### src/rtl/cache_port_arbiter.sv
// cache_port_arbiter: round-robin owner of the shared cache array port with a hold watchdog
module cache_port_arbiter #(
  parameter int ADDR_W   = 32,
  parameter int DATA_W   = 32,
  parameter int EN_W     = 4,
  parameter int STATUS_W = 2,
  parameter int MAX_HOLD = 64
) (
  input  logic                clk_i,
  input  logic                rst_i,
  input  logic                ld_request_i,
  input  logic                ld_release_i,
  output logic                ld_grant_o,
  input  logic [ADDR_W-1:0]   ld_cache_address_i,
  input  logic [DATA_W-1:0]   ld_cache_data_i,
  input  logic [EN_W-1:0]     ld_cache_read_i,
  input  logic [EN_W-1:0]     ld_cache_write_i,
  input  logic [STATUS_W-1:0] ld_cache_status_i,
  input  logic                st_request_i,
  input  logic                st_release_i,
  output logic                st_grant_o,
  input  logic [ADDR_W-1:0]   st_cache_address_i,
  input  logic [DATA_W-1:0]   st_cache_data_i,
  input  logic [EN_W-1:0]     st_cache_read_i,
  input  logic [EN_W-1:0]     st_cache_write_i,
  input  logic [STATUS_W-1:0] st_cache_status_i,
  output logic [ADDR_W-1:0]   cache_address_o,
  output logic [DATA_W-1:0]   cache_data_o,
  output logic [EN_W-1:0]     cache_read_o,
  output logic [EN_W-1:0]     cache_write_o,
  output logic [STATUS_W-1:0] cache_status_o,
  output logic                busy_o,
  output logic                timeout_o
);
  localparam int CW = $clog2(MAX_HOLD);
  typedef enum logic [1:0] {IDLE, GRANT_LD, GRANT_ST} state_t;
  state_t state, nxt;
  logic last_st;
  logic [CW-1:0] hold;
  always_comb begin
    nxt = state;
    if (state == IDLE)
      nxt = (ld_request_i && st_request_i) ? (last_st ? GRANT_LD : GRANT_ST) :
            ld_request_i ? GRANT_LD : st_request_i ? GRANT_ST : IDLE;
    else if (state == GRANT_LD)
      nxt = ld_release_i ? (st_request_i ? GRANT_ST : IDLE) : GRANT_LD;
    else if (state == GRANT_ST)
      nxt = st_release_i ? (ld_request_i ? GRANT_LD : IDLE) : GRANT_ST;
  end
  always_ff @(posedge clk_i) begin
    if (rst_i) begin
      state     <= IDLE;
      last_st   <= 1'b1;
      hold      <= '0;
      timeout_o <= 1'b0;
    end else begin
      state <= nxt;
      if (nxt != IDLE && nxt != state) last_st <= (nxt == GRANT_ST);
      hold <= (nxt == IDLE || nxt != state) ? '0 :
              (hold == CW'(MAX_HOLD - 1)) ? hold : hold + 1'b1;
      timeout_o <= nxt != IDLE && nxt == state && hold == CW'(MAX_HOLD - 2);
    end
  end
  assign ld_grant_o      = state == GRANT_LD;
  assign st_grant_o      = state == GRANT_ST;
  assign busy_o          = ld_grant_o | st_grant_o;
  assign cache_address_o = ld_grant_o ? ld_cache_address_i : st_grant_o ? st_cache_address_i : '0;
  assign cache_data_o    = ld_grant_o ? ld_cache_data_i    : st_grant_o ? st_cache_data_i    : '0;
  assign cache_read_o    = ld_grant_o ? ld_cache_read_i    : st_grant_o ? st_cache_read_i    : '0;
  assign cache_write_o   = ld_grant_o ? ld_cache_write_i   : st_grant_o ? st_cache_write_i   : '0;
  assign cache_status_o  = ld_grant_o ? ld_cache_status_i  : st_grant_o ? st_cache_status_i  : '0;
endmodule
### config.mk
export PLATFORM = sky130hd
export DESIGN_NAME = cache_port_arbiter
export DESIGN_NICKNAME = d
export VERILOG_FILES = /design/src/rtl/cache_port_arbiter.sv
export SDC_FILE = /design/constraint.sdc
export NUM_CORES = 1
export LEC_CHECK = 0
export CORE_AREA = 2 2 90 92
export DETAILED_ROUTE_END_ITERATION = 8
export DIE_AREA = 0 0 92 94
export PLACE_DENSITY_LB_ADDON = 0.2
export RECOVER_POWER = 25
export SLEW_MARGIN = 0
export SYNTH_ARGS = -nofsm -noshare
export SYNTH_HDL_FRONTEND = slang
export SYNTH_SLANG_ARGS = --single-unit
### constraint.sdc
create_clock -name clk_i -period 2.4 [get_ports clk_i]
set_clock_uncertainty 0.15 [all_clocks]
set_input_delay 0.48 -clock clk_i [delete_from_list [all_inputs] [get_ports clk_i]]
set_output_delay 0.48 -clock clk_i [all_outputs]
set_load 0.05 [all_outputs]
* Word-level counts from Yosys, hierarchy flattened
Cells that the tools add are included.
** Storage, ports and cells
- Register bits :: 10
- Input port bits :: 154
- Output and inout port bits :: 78
- Word-level logic and storage cells :: 42
** Operators by class
- Add/subtract/negate cells :: 1
- Muxes and demuxes :: 20
- Reduce and logical (&&, ||, !) cells :: 9
- Equal/unequal tests :: 7
- Bitwise operators :: 1
** Operator list (number)
- 2-to-1 mux 32 bit :: 4
- 2-to-1 mux 2 bit :: 11
- 2-to-1 mux 4 bit :: 4
- == test 6 bit (second input constant) :: 2
- adder 6 x 1 -> 6 bit (second input constant) :: 1
- == test 2 bit (second input constant) :: 2
- logical AND 1 bit :: 4
- zero test 2 bit :: 2
- == test 2 x 1 -> 1 bit (second input constant) :: 1
- == test 2 bit :: 1
- inequality test 2 bit :: 1
- nonzero test 2 bit :: 1
- OR reduction 2 bit :: 1
- logical OR 1 bit :: 1
- 2-to-1 mux 1 bit :: 1
- bitwise OR 1 bit :: 1

* Longest topological paths before layout
- Depth after elaboration :: 8
- Mapped depth :: 7
- Depth with buffers taken out :: 6

* Worst setup path after synthesis
Ideal clock, no wire load.
- Path kind :: flip-flop to output port
- From :: register state[1]
- To :: output cache_address_o[13]
- Path slack :: -0.947 ns
- Stages on the path, launching flop included :: 6
- Buffers on the path :: 2
- Data required time :: 1.770 ns
- Arrival time :: 2.717 ns
- Path through :: dfxtp_1 -> ha_1 -> buf_2 -> clkbuf_1 -> nand2_1 -> o21ai_0
** Between the ends
- Cells in the longest elaborated chain, start to end :: 3
- Elaborated cells on any way between the ends :: 4
- Those cells by class :: 2 x eq/ne; 2 x mux
** RTL lines
- start: declaration :: line 37 : state_t state, nxt;
- start signal: assignment :: line 57 : state <= nxt;
- == test 2 bit :: line 65 : assign st_grant_o = state == GRANT_ST;
- via st_grant_o :: line 21 : output logic st_grant_o,
- 2-to-1 mux 32 bit (2 in series) :: line 67 : assign cache_address_o = ld_grant_o ? ld_cache_address_i : st_grant_o ? st_cache_address_i : '0;
- end: declaration :: line 27 : output logic [ADDR_W-1:0] cache_address_o,
The timed path passes the listed nets, and every way through them passes these cells.

* Worst setup path in the final report
- From :: register state[0]
- To :: output cache_write_o[1]
** Between the ends
- Cells in the longest elaborated chain, start to end :: 3
- Elaborated cells on any way between the ends :: 4
- Those cells by class :: 2 x eq/ne; 2 x mux
** RTL lines
- == test 2 bit :: line 65
- 2-to-1 mux 4 bit :: line 70 : assign cache_write_o = ld_grant_o ? ld_cache_write_i : st_grant_o ? st_cache_write_i : '0;
- 2-to-1 mux 4 bit (*) :: line 70
- end: declaration :: line 30 : output logic [EN_W-1:0] cache_write_o,
Mark *: on every way between the ends. The rest lies on a longest branch, timed or not.

==> reports/results.txt <==
Layout Area Growth over Synthesis: 243%
drt drc: 0
Min-Delay Startpoint: hold[5]
Seq/Total Area, Yosys: 0.121
worst hold path type: reg2reg
post-synthesis cell area: 1660 um2
Int Pwr: 2.03 mW
critical path arrival: 1.69 ns
CTS Buf Count: 3
Layout fillers: 569
hold worst-path end: hold[4]
Net Sw Power: 2.11 mW
number of antenna diodes: 0
clock power share: 0.053
WL/cell: 17.1 um
Static Leak: 2.07 nW
largest net degree at the start of global routing: 41
Pre-Repair DR Iteration Count: 4
H-tree depth: 1
CP peak stage delay: 0.41 ns
sequential share of power: 0.050
Final WS setup: 0.0756 ns
Netlist cell types: 38
Fmax achieved: 430 MHz
dpl hpwl: 9.11 mm
Via density: 4.89
Longest Clk Path Bufs: 2
Post-Route WL: 10.7 mm
Synth Register Bits: 10
vias in the first global route: 2,906
Tcrit/Tclk final: 0.968
met2 GRT Util: 0.445
Comb pwr share: 0.897
root buf cell: clkbuf_8
RSZ-0062 raised after global routing: yes
I/O pins: 232
setup TNS: 0 ns
Worst-path clk slew: 0.05 ns
Synth Instances: 296
Initial Util: 0.218
Worst Setup End Kind: output port
final hold vios: 0
Hold-fix buffers, CTS: 0
Setup crit start kind: flip-flop
grt ovf: 0
reg-to-reg startpoint: state[0]
Final min period: 2.32 ns
Core Util, Final: 0.747
first-pass GRT wire length: 16.2 mm
initial antenna violation count: 0
met1 GRT Util: 0.257
switching share of power: 0.510
Final setup viols: 0
R2R depth: 6
RePlAce Congestion: 0.859
GRT met3 Usage: 0.0730
power per cell area: 728 nW/um2
Mean Syn Cell Area: 5.60 um2
Slew Viols, Final: 0
CP Data Required Time: 1.77 ns
Ys Warns: 0
CP Class: reg2out
Final nets: 687
die area: 8650 um2
worst rel slew slack: 0.650
outcome: complete, no violations
Worst-Margin Slew: 0.522 ns
Row Count: 32
CP cell instances: inv_2, ha_4, nor2b_1, buf_4, a22o_2, buf_12
Reg2Reg Setup Slack: 0.13 ns
vias after detailed routing: 3,076
Hold Path Depth: 4
FF-to-FF End: hold[0]
insertion delay to the later sink of the worst-skew pair: 0.24 ns
CP startpoint: state[0]
slowest CP cell: dfxtp_1
die height: 94 um
Post-DRT Antenna Nets: 0
DR iter-0 viols: 76
Worst Path Max Fanout: 12
buffers added on ports: 231
Clock Sinks: 10
Placement Setup Slack: 0.161 ns
Tot GR Track Use: 0.237
global route hottest layer: met2
max-cap violations: 0
syn nets: 455
layout cells sized above 1: 0.342
Peak supply drop: 0.000569 V
chip width: 92 um
total power: 4.14 mW
core area: 7610 um2
CTS tree: yes
per-layer routing:
| layer | vias up | routed length [um] |
|---|---|---|
| met2 | 124 | 5680 |
| li1 | 1483 | - |
| met4 | 0 | 265 |
| met3 | 23 | 906 |
| met5 | - | 0 |
| met1 | 1446 | 3890 |
final cells by class:
| class | count | area (um2) | area share |
|---|---|---|---|
| repair buffers | 250 | 3270 | 0.576 |
| multi-input cells | 257 | 2010 | 0.353 |
| flip-flops and latches | 10 | 200 | 0.0352 |
| well taps | 102 | 128 | 0.0225 |
| clock buffers | 4 | 55.1 | 0.00969 |
| inverters | 6 | 22.5 | 0.00396 |
state kept, by name, indices dropped and copies added (netlist names):
| name | flops |
|---|---|
| hold | 6 |
| state | 2 |
| timeout_o | 1 |
| last_st | 1 |
synth_stat cells, drive strengths merged:
| cell | number | area, um2 |
|---|---|---|
| a221oi | 1 | 8.76 |
| a21o | 1 | 7.51 |
| a22o | 11 | 96.3 |
| a32oi | 1 | 8.76 |
| nor2b | 2 | 12.5 |
| a211oi | 2 | 20.0 |
| xnor2 | 2 | 17.5 |
| nand2b | 2 | 12.5 |
| nand3 | 2 | 10.0 |
| ha | 5 | 62.6 |
| clkbuf | 16 | 60.1 |
| a21oi | 10 | 53.8 |
| nor2 | 2 | 7.51 |
| a21boi | 1 | 7.51 |
| and4 | 1 | 8.76 |
| o211ai | 4 | 30.0 |
| buf | 7 | 40.0 |
| o311ai | 1 | 26.3 |
| and2 | 1 | 6.26 |
| and3 | 4 | 25.0 |
| o2111ai | 3 | 26.3 |
| o31ai | 1 | 21.3 |
| o21ai | 63 | 315 |
| nand2 | 128 | 480 |
| a31o | 1 | 8.76 |
| a211o | 1 | 8.76 |
| nand4b | 1 | 8.76 |
| or2 | 1 | 6.26 |
| dfxtp | 10 | 200 |
| a31oi | 2 | 12.5 |
| inv | 6 | 22.5 |
| nor3 | 1 | 5.00 |
| nand4 | 2 | 18.8 |
placed cells by master (no fill, tap or decap), types with 4 or more instances in the layout:
cell type	instances
dfxtp_1	10
o21ai_2	6
o21ai_4	56
clkbuf_8	5
clkdlybuf4s50_1	153
and3_1	4
buf_4	14
a21oi_1	10
o211ai_1	4
inv_1	5
nand2_1	128
a22o_2	10
buf_12	78
kinds of logic (layout without fill, tap and decap cells):
kind of cell	after synthesis	in the layout	synth area share
AOI/OAI and AO/OA	103	103	0.394
DFF	10	10	0.121
and+or+nand+nor	147	147	0.363
xor gates and xnor gates	2	2	0.0106
buffers and inverters	29	260	0.0740
adders and majority gates	5	5	0.0378
through the flow:
stage	cell area (um2)	hold slack, ns	instances
finish	5680	0.474	629
global route	5680	0.514	629
CTS	5710	0.470	629
detailed placement	5600	0.453	620
global placement	5600	0.462	620
floorplan	2350	0.399	296
power by group through the flow:
stage                     clock [mW]  combinational, mW  sequential (mW)
after floorplan                    0               1.99            0.206
after global placement             0               3.66            0.206
after detailed placement           0               3.71            0.209
after CTS                      0.222               3.76            0.206
after global routing           0.225               3.87            0.208
final                          0.219               3.71            0.207
timing repair:
item | CTS | global route
hold endpoints to repair | 0 | 0
resized for setup | 4 | 2
buffers inserted | 5 | 0
setup endpoints to repair | 40 | 4
pin swaps | 0 | 0
critical path: cells and delay by family, from the launching register on:
| family | cells | cell delay [ns] |
|---|---|---|
| buffers and inverters | 3 | 0.43 |
| flip-flops | 1 | 0.41 |
| AO/OA/AOI/OAI | 1 | 0.24 |
| adder cells (fa/ha/maj) | 1 | 0.23 |
| AND/OR/NAND/NOR | 1 | 0.14 |
worst max-delay path by stage:
| stage | to | cells past startpoint | slack, ns |
|---|---|---|---|
| finish | cache_write_o[1] | 6 | 0.08 |
| global route | cache_address_o[4] | 6 | -0.009 |
| CTS | cache_write_o[3] | 6 | 0.06 |
| detailed placement | hold[0] | 5 | 0.16 |
| global placement | hold[0] | 5 | 0.24 |
| floorplan | cache_address_o[31] | 6 | -0.06 |
(Power assumes the default switching activity.)
